===== config.mk =====
export PLATFORM = sky130hd
export DESIGN_NAME = bus_arbiter_flat
export DESIGN_NICKNAME = d
export VERILOG_FILES = /design/src/rtl/bus_arbiter_if.sv /design/src/rtl/bus_arbiter.sv /design/src/flat_wrapper.sv
export SDC_FILE = /design/constraint.sdc
export NUM_CORES = 1
export LEC_CHECK = 0
export ABC_CLOCK_PERIOD_IN_PS = 1800
export CORE_MARGIN = 2
export CORE_UTILIZATION = 38
export CTS_CLUSTER_DIAMETER = 50
export DETAILED_ROUTE_END_ITERATION = 10
export PLACE_DENSITY = 0.9
export SLEW_MARGIN = 0
export SYNTH_ARGS = -nofsm -noshare
export SYNTH_HDL_FRONTEND = slang
export SYNTH_SLANG_ARGS = --single-unit

===== constraint.sdc =====
create_clock -name clk -period 1.8 [get_ports clk]
set_input_delay 0.27 -clock clk [delete_from_list [all_inputs] [get_ports clk]]
set_output_delay 0.27 -clock clk [all_outputs]
set_load 0.02 [all_outputs]

===== src/rtl/bus_arbiter_if.sv =====
// Bus arbiter interface: per-master request side plus the shared memory bus.
// The slave modport belongs to the arbiter; the master modport belongs to the
// environment, which drives the requests and the read data.
interface bus_arbiter_if #(
    parameter int unsigned NUM_MASTERS = 2,
    parameter int unsigned ADDR_W      = 16,
    parameter int unsigned DATA_W      = 8
);
    logic [NUM_MASTERS-1:0]        req;
    logic [NUM_MASTERS-1:0]        rd;
    logic [NUM_MASTERS-1:0]        wr;
    logic [NUM_MASTERS*ADDR_W-1:0] addr_in;
    logic [NUM_MASTERS*DATA_W-1:0] wdata_in;
    logic [NUM_MASTERS*DATA_W-1:0] rdata_out;
    logic [NUM_MASTERS-1:0]        done;
    logic [NUM_MASTERS-1:0]        grant;
    logic                          busy;
    logic [DATA_W-1:0]             data_in;
    logic                          rd_en;
    logic                          wr_en;
    logic [ADDR_W-1:0]             addr_out;
    logic [DATA_W-1:0]             data_out;

    modport master (
        output req, rd, wr, addr_in, wdata_in, data_in,
        input  rdata_out, done, grant, busy, rd_en, wr_en, addr_out, data_out
    );

    modport slave (
        input  req, rd, wr, addr_in, wdata_in, data_in,
        output rdata_out, done, grant, busy, rd_en, wr_en, addr_out, data_out
    );
endinterface


===== src/rtl/bus_arbiter.sv =====
// Multi-master memory bus arbiter. Grants one master per access (fixed priority
// or round robin), holds the bus strobe for WAIT_STATES+1 cycles, pulses done
// and captures read data in the final cycle. Bus outputs come only from
// registered state.
module bus_arbiter #(
    parameter int unsigned NUM_MASTERS = 2,
    parameter int unsigned ADDR_W      = 16,
    parameter int unsigned DATA_W      = 8,
    parameter int unsigned WAIT_STATES = 0,
    parameter int unsigned ARB_MODE    = 0
) (
    input  logic           clk,
    input  logic           rst_n,
    bus_arbiter_if.slave   io_bus
);

    localparam int unsigned IDX_W = (NUM_MASTERS > 1) ? $clog2(NUM_MASTERS) : 1;
    localparam int unsigned CNT_W = (WAIT_STATES > 0) ? $clog2(WAIT_STATES + 1) : 1;

    typedef enum logic {StIdle, StAccess} state_e;
    typedef enum logic [1:0] {OpNull, OpRead, OpWrite} op_e;

    state_e                        r_state;
    state_e                        w_state_nxt;
    logic [IDX_W-1:0]              r_idx;
    logic [IDX_W-1:0]              r_rr_ptr;
    logic [IDX_W-1:0]              w_win;
    op_e                           r_op;
    op_e                           w_op;
    logic [ADDR_W-1:0]             r_addr;
    logic [DATA_W-1:0]             r_wdata;
    logic [CNT_W-1:0]              r_wait_cnt;
    logic [NUM_MASTERS*DATA_W-1:0] r_rdata;
    logic                          w_any;
    logic                          w_found;
    logic                          w_access;
    logic                          w_last;
    int unsigned                   w_j;

    assign w_any    = |io_bus.req;
    assign w_access = (r_state == StAccess);
    assign w_last   = w_access && (r_wait_cnt == '0);

    // Pick the winning master and decode its requested op
    always_comb begin
        w_win   = '0;
        w_found = 1'b0;
        w_j     = 0;
        if (ARB_MODE == 0) begin
            for (int unsigned i = 0; i < NUM_MASTERS; i++) begin
                if (!w_found && io_bus.req[i]) begin
                    w_win   = IDX_W'(i);
                    w_found = 1'b1;
                end
            end
        end else begin
            // Search starts just after the last served master, wrapping around
            for (int unsigned k = 1; k <= NUM_MASTERS; k++) begin
                w_j = (int'(r_rr_ptr) + k) % NUM_MASTERS;
                if (!w_found && io_bus.req[w_j]) begin
                    w_win   = IDX_W'(w_j);
                    w_found = 1'b1;
                end
            end
        end
        // Write wins over read when both qualifiers are set
        if (io_bus.wr[w_win]) begin
            w_op = OpWrite;
        end else if (io_bus.rd[w_win]) begin
            w_op = OpRead;
        end else begin
            w_op = OpNull;
        end
    end

    // FSM state register
    always_ff @(posedge clk) begin
        if (!rst_n) begin
            r_state <= StIdle;
        end else begin
            r_state <= w_state_nxt;
        end
    end

    // FSM next state: grant from idle, return after the last wait cycle
    always_comb begin
        w_state_nxt = r_state;
        unique case (r_state)
            StIdle:   if (w_any) w_state_nxt = StAccess;
            StAccess: if (r_wait_cnt == '0) w_state_nxt = StIdle;
        endcase
    end

    // Latch the winner's request at grant time; count down wait states
    always_ff @(posedge clk) begin
        if (!rst_n) begin
            r_idx      <= '0;
            r_op       <= OpNull;
            r_addr     <= '0;
            r_wdata    <= '0;
            r_wait_cnt <= '0;
        end else if (r_state == StIdle && w_any) begin
            r_idx      <= w_win;
            r_op       <= w_op;
            r_addr     <= io_bus.addr_in[w_win*ADDR_W +: ADDR_W];
            r_wdata    <= io_bus.wdata_in[w_win*DATA_W +: DATA_W];
            r_wait_cnt <= CNT_W'(WAIT_STATES);
        end else if (w_access && r_wait_cnt != '0) begin
            r_wait_cnt <= r_wait_cnt - 1'b1;
        end
    end

    // Completion: capture read data and advance the round-robin pointer
    always_ff @(posedge clk) begin
        if (!rst_n) begin
            r_rdata  <= '0;
            r_rr_ptr <= IDX_W'(NUM_MASTERS - 1);
        end else if (w_last) begin
            r_rr_ptr <= r_idx;
            if (r_op == OpRead) begin
                r_rdata[r_idx*DATA_W +: DATA_W] <= io_bus.data_in;
            end
        end
    end

    assign io_bus.grant     = w_access ? (NUM_MASTERS'(1) << r_idx) : '0;
    assign io_bus.done      = w_last ? (NUM_MASTERS'(1) << r_idx) : '0;
    assign io_bus.busy      = w_access;
    assign io_bus.rd_en     = w_access && (r_op == OpRead);
    assign io_bus.wr_en     = w_access && (r_op == OpWrite);
    assign io_bus.addr_out  = r_addr;
    assign io_bus.data_out  = r_wdata;
    assign io_bus.rdata_out = r_rdata;

endmodule

===== src/flat_wrapper.sv =====
// flat-port wrapper written by rule: the top's interface ports become plain ports
module bus_arbiter_flat 
#(
    parameter int unsigned NUM_MASTERS = 2,
    parameter int unsigned ADDR_W      = 16,
    parameter int unsigned DATA_W      = 8,
    parameter int unsigned WAIT_STATES = 0,
    parameter int unsigned ARB_MODE    = 0
)
  (clk, rst_n, io_bus_req, io_bus_rd, io_bus_wr, io_bus_addr_in, io_bus_wdata_in, io_bus_data_in, io_bus_rdata_out, io_bus_done, io_bus_grant, io_bus_busy, io_bus_rd_en, io_bus_wr_en, io_bus_addr_out, io_bus_data_out);
  bus_arbiter_if #(.NUM_MASTERS(NUM_MASTERS), .ADDR_W(ADDR_W), .DATA_W(DATA_W)) io_bus_i ();
  input  logic clk;
  input  logic rst_n;
  input wire logic [$bits(io_bus_i.req)-1:0] io_bus_req;
  input wire logic [$bits(io_bus_i.rd)-1:0] io_bus_rd;
  input wire logic [$bits(io_bus_i.wr)-1:0] io_bus_wr;
  input wire logic [$bits(io_bus_i.addr_in)-1:0] io_bus_addr_in;
  input wire logic [$bits(io_bus_i.wdata_in)-1:0] io_bus_wdata_in;
  input wire logic [$bits(io_bus_i.data_in)-1:0] io_bus_data_in;
  output wire logic [$bits(io_bus_i.rdata_out)-1:0] io_bus_rdata_out;
  output wire logic [$bits(io_bus_i.done)-1:0] io_bus_done;
  output wire logic [$bits(io_bus_i.grant)-1:0] io_bus_grant;
  output wire logic [$bits(io_bus_i.busy)-1:0] io_bus_busy;
  output wire logic [$bits(io_bus_i.rd_en)-1:0] io_bus_rd_en;
  output wire logic [$bits(io_bus_i.wr_en)-1:0] io_bus_wr_en;
  output wire logic [$bits(io_bus_i.addr_out)-1:0] io_bus_addr_out;
  output wire logic [$bits(io_bus_i.data_out)-1:0] io_bus_data_out;
  assign io_bus_i.req = io_bus_req;
  assign io_bus_i.rd = io_bus_rd;
  assign io_bus_i.wr = io_bus_wr;
  assign io_bus_i.addr_in = io_bus_addr_in;
  assign io_bus_i.wdata_in = io_bus_wdata_in;
  assign io_bus_i.data_in = io_bus_data_in;
  assign io_bus_rdata_out = io_bus_i.rdata_out;
  assign io_bus_done = io_bus_i.done;
  assign io_bus_grant = io_bus_i.grant;
  assign io_bus_busy = io_bus_i.busy;
  assign io_bus_rd_en = io_bus_i.rd_en;
  assign io_bus_wr_en = io_bus_i.wr_en;
  assign io_bus_addr_out = io_bus_i.addr_out;
  assign io_bus_data_out = io_bus_i.data_out;
  bus_arbiter #(.NUM_MASTERS(NUM_MASTERS), .ADDR_W(ADDR_W), .DATA_W(DATA_W), .WAIT_STATES(WAIT_STATES), .ARB_MODE(ARB_MODE)) u_core (.clk(clk), .rst_n(rst_n), .io_bus(io_bus_i));
endmodule

==> After elaboration in Yosys (flattened, before gate mapping) <==
Cells that the tools add are included.
{ "totals": {"register_bits": 45, "out_inout_bits": 47} }
{ "classes": {"n_lt_le_gt_ge": 1, "shift": 5, "bitwise_logic": 3, "n_addsub": 2, "n_reduce_logical": 10, "muxes": 14, "n_eq_ne": 2} }
{ "ops": {"columns": ["op", "n"], "rows": [
  ["negator 4 -> 34 bit", 1],
  ["variable shift 8 x 34 -> 16 bit (first input constant)", 1],
  ["indexed part select 8 x 34 -> 16 bit", 1],
  ["indexed part select 32 x 6 -> 16 bit", 1],
  ["bitwise mux 16 bit", 1],
  ["indexed part select 16 x 5 -> 8 bit", 1],
  ["2-to-1 mux 1 bit", 9],
  ["logical AND 1 bit", 6],
  ["2-to-1 mux 2 bit", 3],
  ["OR reduction 2 bit", 2],
  ["NOT 1 bit", 3],
  ["== test 2 x 1 -> 1 bit (second input constant)", 1],
  ["== test 2 bit (second input constant)", 1],
  ["< comparator 1 x 2 -> 1 bit (second input constant)", 1],
  ["case mux 1 bit (2 select lines)", 1],
  ["AND reduction 2 bit", 1],
  ["left shift 1 x 1 -> 2 bit (first input constant)", 1],
  ["logical NOT 1 bit", 1],
  ["subtractor 1 bit (second input constant)", 1]
]} }

==> Longest topological paths before layout <==
{ "logic_depth": {"ltp_word": 8, "depth_mapped": 6} }

==> Worst setup path before layout <==
No wires, ideal clock.
{ "synth_timing": {"kind": "register to register", "from": "reg u_core.r_state (netlist: u_core.io_bus.busy)", "to": "reg u_core.r_rdata[0] (netlist: u_core.io_bus.rdata_out[0])", "path_stages_with_launch": 7, "t_required_ns": 1.684, "t_arrival_ns": 1.746, "slack_ns": -0.062, "path_cell_list": "dfxtp_1 buf_4 nor3b_1 nand3b_1 buf_2 mux2i_1 nor2b_1"} }
{ "synth_between": {"elab_chain_len": 2} }
{ "synth_rtl": {"columns": ["element", "line", "rtl"], "rows": [
  ["start: declaration", "bus_arbiter.sv:23", "state_e r_state;"],
  ["start signal: assignment", "bus_arbiter.sv:79", "r_state <= StIdle;"],
  ["start signal: assignment", "bus_arbiter.sv:81", "r_state <= w_state_nxt;"],
  ["logical AND 1 bit", "bus_arbiter.sv:42", "assign w_last = w_access && (r_wait_cnt == '0);"],
  ["AND reduction 2 bit (no line)", null, null],
  ["end signal: indexed assignment", "bus_arbiter.sv:121", "r_rdata[r_idx*DATA_W +: DATA_W] <= io_bus.data_in;"],
  ["end: declaration", "bus_arbiter.sv:33", "logic [NUM_MASTERS*DATA_W-1:0] r_rdata;"]
]} }
No other way between the ends.
A chain may end at the register's enable or synchronous reset.

==> Worst setup path in the final report <==
{ "layout_timing": {"from": "reg u_core.r_state (netlist: u_core.io_bus.busy)", "to": "out io_bus_grant[1]"} }
{ "layout_between": {"elab_chain_len": 1} }
{ "layout_rtl": {"columns": ["element", "line", "rtl"], "rows": [
  ["2-to-1 mux 2 bit", "bus_arbiter.sv:126", "assign io_bus.grant = w_access ? (NUM_MASTERS'(1) << r_idx) : '0;"],
  ["end: declaration", "flat_wrapper.sv:22", "output wire logic [$bits(io_bus_i.grant)-1:0] io_bus_grant;"]
]} }
No other way between the ends.

==> summary.txt <==
Final layout
  – Share of cells above drive strength 1: 7.95%
  – Final nets: 365
  – P&R area growth vs syn: 69.5%
  – Sequential Area: 905 um2
  – Number of diodes: 0
  – Final Non-Filler Cells: 372
  – Area of the multi-input gates: 1010 um2
  – FILL cells: 436

Global route
  – Number of global-route vias before repair: 1908
  – Global-route wire length before repair: 8740 um
  – Total grt overflow: 0
  – Global-route usage over all layers: 18.2%
  – Initial antenna violation count: 0
  – Largest net degree at the start of global routing: 53

STA
  – Worst clock skew: 0.00574 ns
  – Worst setup margin: 0.103 ns
  – Setup Viol. Count Final: 0
  – Slew headroom: 83.4%
  – Crit path time final: 1.70 ns
  – Final-report hold violation count: 0
  – Final period utilization: 94.3%
  – Setup TNS: 0 ns
  – Final slew viol count: 0
  – Hold WS: 0.504 ns
  – RSZ-0062 raised after global routing: false
  – Worst slew pin tran: 0.249 ns
  – Fmax: 589 MHz

Worst setup path
  – Critical path class: flip-flop to primary output
  – CP Launch Point: u_core.io_bus.busy
  – Worst R2R Start: u_core.r_op[0]
  – Required time of the critical path: 1.53 ns
  – CP Max Fanout: 6
  – Startpoint types: flip-flop
  – Arrival time at the worst endpoint: 1.43 ns
  – Worst Setup End Kind: primary output

Synth
  – Syn Area/Cell: 10.3 um2
  – Synth cell types: 24
  – Syn. warnings: 0
  – Synth Net Count: 256
  – Post-synthesis cell count: 192
  – Synth Flop Type: dfxtp_1
  – Synth Register Bits: 45
  – Synth async-reset ratio: 0%
  – Post-synth EDFFs: 0
  – Synth Cell Area: 1980 um2
  – Post-synthesis sequential area ratio: 45.5%

Floorplan
  – Full die area: 5800 um2
  – Die width: 76.2 um
  – Number of placed I/O pins: 111
  – Core Box Area: 5070 um2
  – Die Y-Extent: 76.2 um
  – Rows: 26
  – Initial Utilization: 39.0%

Route
  – Total routed wirelength: 5120 um
  – ANT nets after route: 0
  – Vias per cell: 4.82
  – Remaining DRCs: 0
  – Via count: 1792
  – WL per Instance: 13.8 um
  – DR pass1 iterations: 2
  – DRT iter0 DRCs: 31

CTS
  – Setup bufs post-CTS: 0
  – Sink Count: 45
  – Worst-Skew Late Latency: 0.29 ns
  – Clock Tree Root: clkbuf_8
  – Clk buf depth: 2
  – CTS buffer count: 5
  – CTS tree: built
  – CTS clk-pin slew, worst paths: 0.09 ns
  – H-tree levels: 2

Worst hold path
  – Worst hold-check path type: flip-flop to flip-flop
  – HP Start: u_core.io_bus.addr_out[1]

Placed design
  – Port buffer count: 110
  – Cells after DPL: 364
  – DP Worst Slack: 0.0964 ns
  – GPL Wtd Cong: 0.761
  – Post-detail-place hpwl: 3830 um

Power
  – P_leak: 0.00166 uW
  – Max rail drop VDD: 0.778 mV
  – Power Density: 764 nW/um2

Run
  – Max capacitance violation total: 0

Run status
  – Status: completed
==> metrics by stage <==
stage,util [%],area (um2),power [uW]
after floorplan,-,1980,1380
after global placement,63.4,3220,1690
after detailed placement,63.4,3220,1700
after CTS,66.0,3350,2590
after global routing,66.1,3350,2680
final,66.1,3350,2560
==> cells by family (layout without fill, tap and decap cells) <==
family / Yosys count / after routing / synth area share (%)
multiplexers: 41 / 41 / 20.7
AO/OA/AOI/OAI: 30 / 30 / 14.2
AND/OR/NAND/NOR: 57 / 57 / 15.2
flip-flops: 45 / 45 / 45.5
buffers and inverters: 19 / 129 / 4.30
==> timing repair <==
action                                  CTS  global route
endpoints found under the setup margin    5             3
resized for setup                         5             3
hold endpoints to repair                  0             0
hold buffers                              0             0
==> placed cells by master (no fill, tap or decap), drive strengths merged, types with 2 or more instances in the layout <==
master	synthesis	final
a21oi	2	2
nor2	5	5
o211a	25	25
clkbuf	10	5
mux2i	41	41
inv	4	4
dlygate4sd2	0	3
nor2b	17	17
buf	5	7
bufinv	0	2
nor3	2	2
dfxtp	45	45
dlymetal6s2s	0	2
nand2	26	26
clkdlybuf4s50	0	105
==> synth_stat cells, types with 2 or more instances <==
master / n / area share, %
nor3_1: 2 / 0.51
mux2i_1: 41 / 21
buf_4: 3 / 1.1
dfxtp_1: 45 / 46
buf_2: 2 / 0.51
nor2b_1: 17 / 5.4
nor2_1: 5 / 0.95
clkbuf_1: 10 / 1.9
a21oi_1: 2 / 0.51
nand2_1: 25 / 4.7
inv_1: 3 / 0.57
o211a_1: 25 / 13
==> cell type report <==
cell class | count | area share, %
clock inverters | 3 | 1.94
repair buffers | 117 | 35.9
well taps | 70 | 2.61
multi-input cells | 128 | 30.1
flip-flops and latches | 45 | 27.0
inverters | 4 | 0.448
clock buffers | 5 | 2.05
==> power by group <==
group | total [uW] | switching (uW) | internal [uW]
logic | 578 | 244 | 334
registers | 1100 | 38.7 | 1060
clock network | 886 | 335 | 551
total | 2560 | 617 | 1940
==> routing by layer <==
| metal | global-route usage, % | routed length, um | share of wire [%] | vias to the layer above |
|---|---|---|---|---|
| li1 | - | - | - | 885 |
| met1 | 20.0 | 2020 | 40 | 833 |
| met2 | 34.4 | 2700 | 53 | 67 |
| met3 | 5.45 | 339 | 6.6 | 7 |
| met4 | 4.36 | 51 | 1.0 | 0 |
| met5 | 0 | 0 | 0 | - |
==> registers in the layout, summed over array words and instances (netlist names) <==
register / flops
u_core.io_bus.addr_out: 16
u_core.io_bus.rdata_out: 16
u_core.io_bus.data_out: 8
u_core.r_op: 2
u_core.io_bus.busy: 1
u_core.r_idx: 1
u_core.r_wait_cnt: 1
==> worst paths after layout <==
kind | end | cells past startpoint | slack [ns]
worst min register to register | u_core.io_bus.addr_out[1] | 1 | 0.50
worst min-delay path | u_core.io_bus.addr_out[1] | 1 | 0.50
worst max-delay path | io_bus_grant[1] | 3 | 0.10
worst max register to register | u_core.io_bus.rdata_out[9] | 5 | 0.51
==> critical path, cell delays in order, from the launching register on <==
cell and delay, ns:
dfxtp_2 0.40, nand2_4 0.08, inv_1 0.06, clkdlybuf4s50_1 0.60
Power figures use the tool's default switching activity.
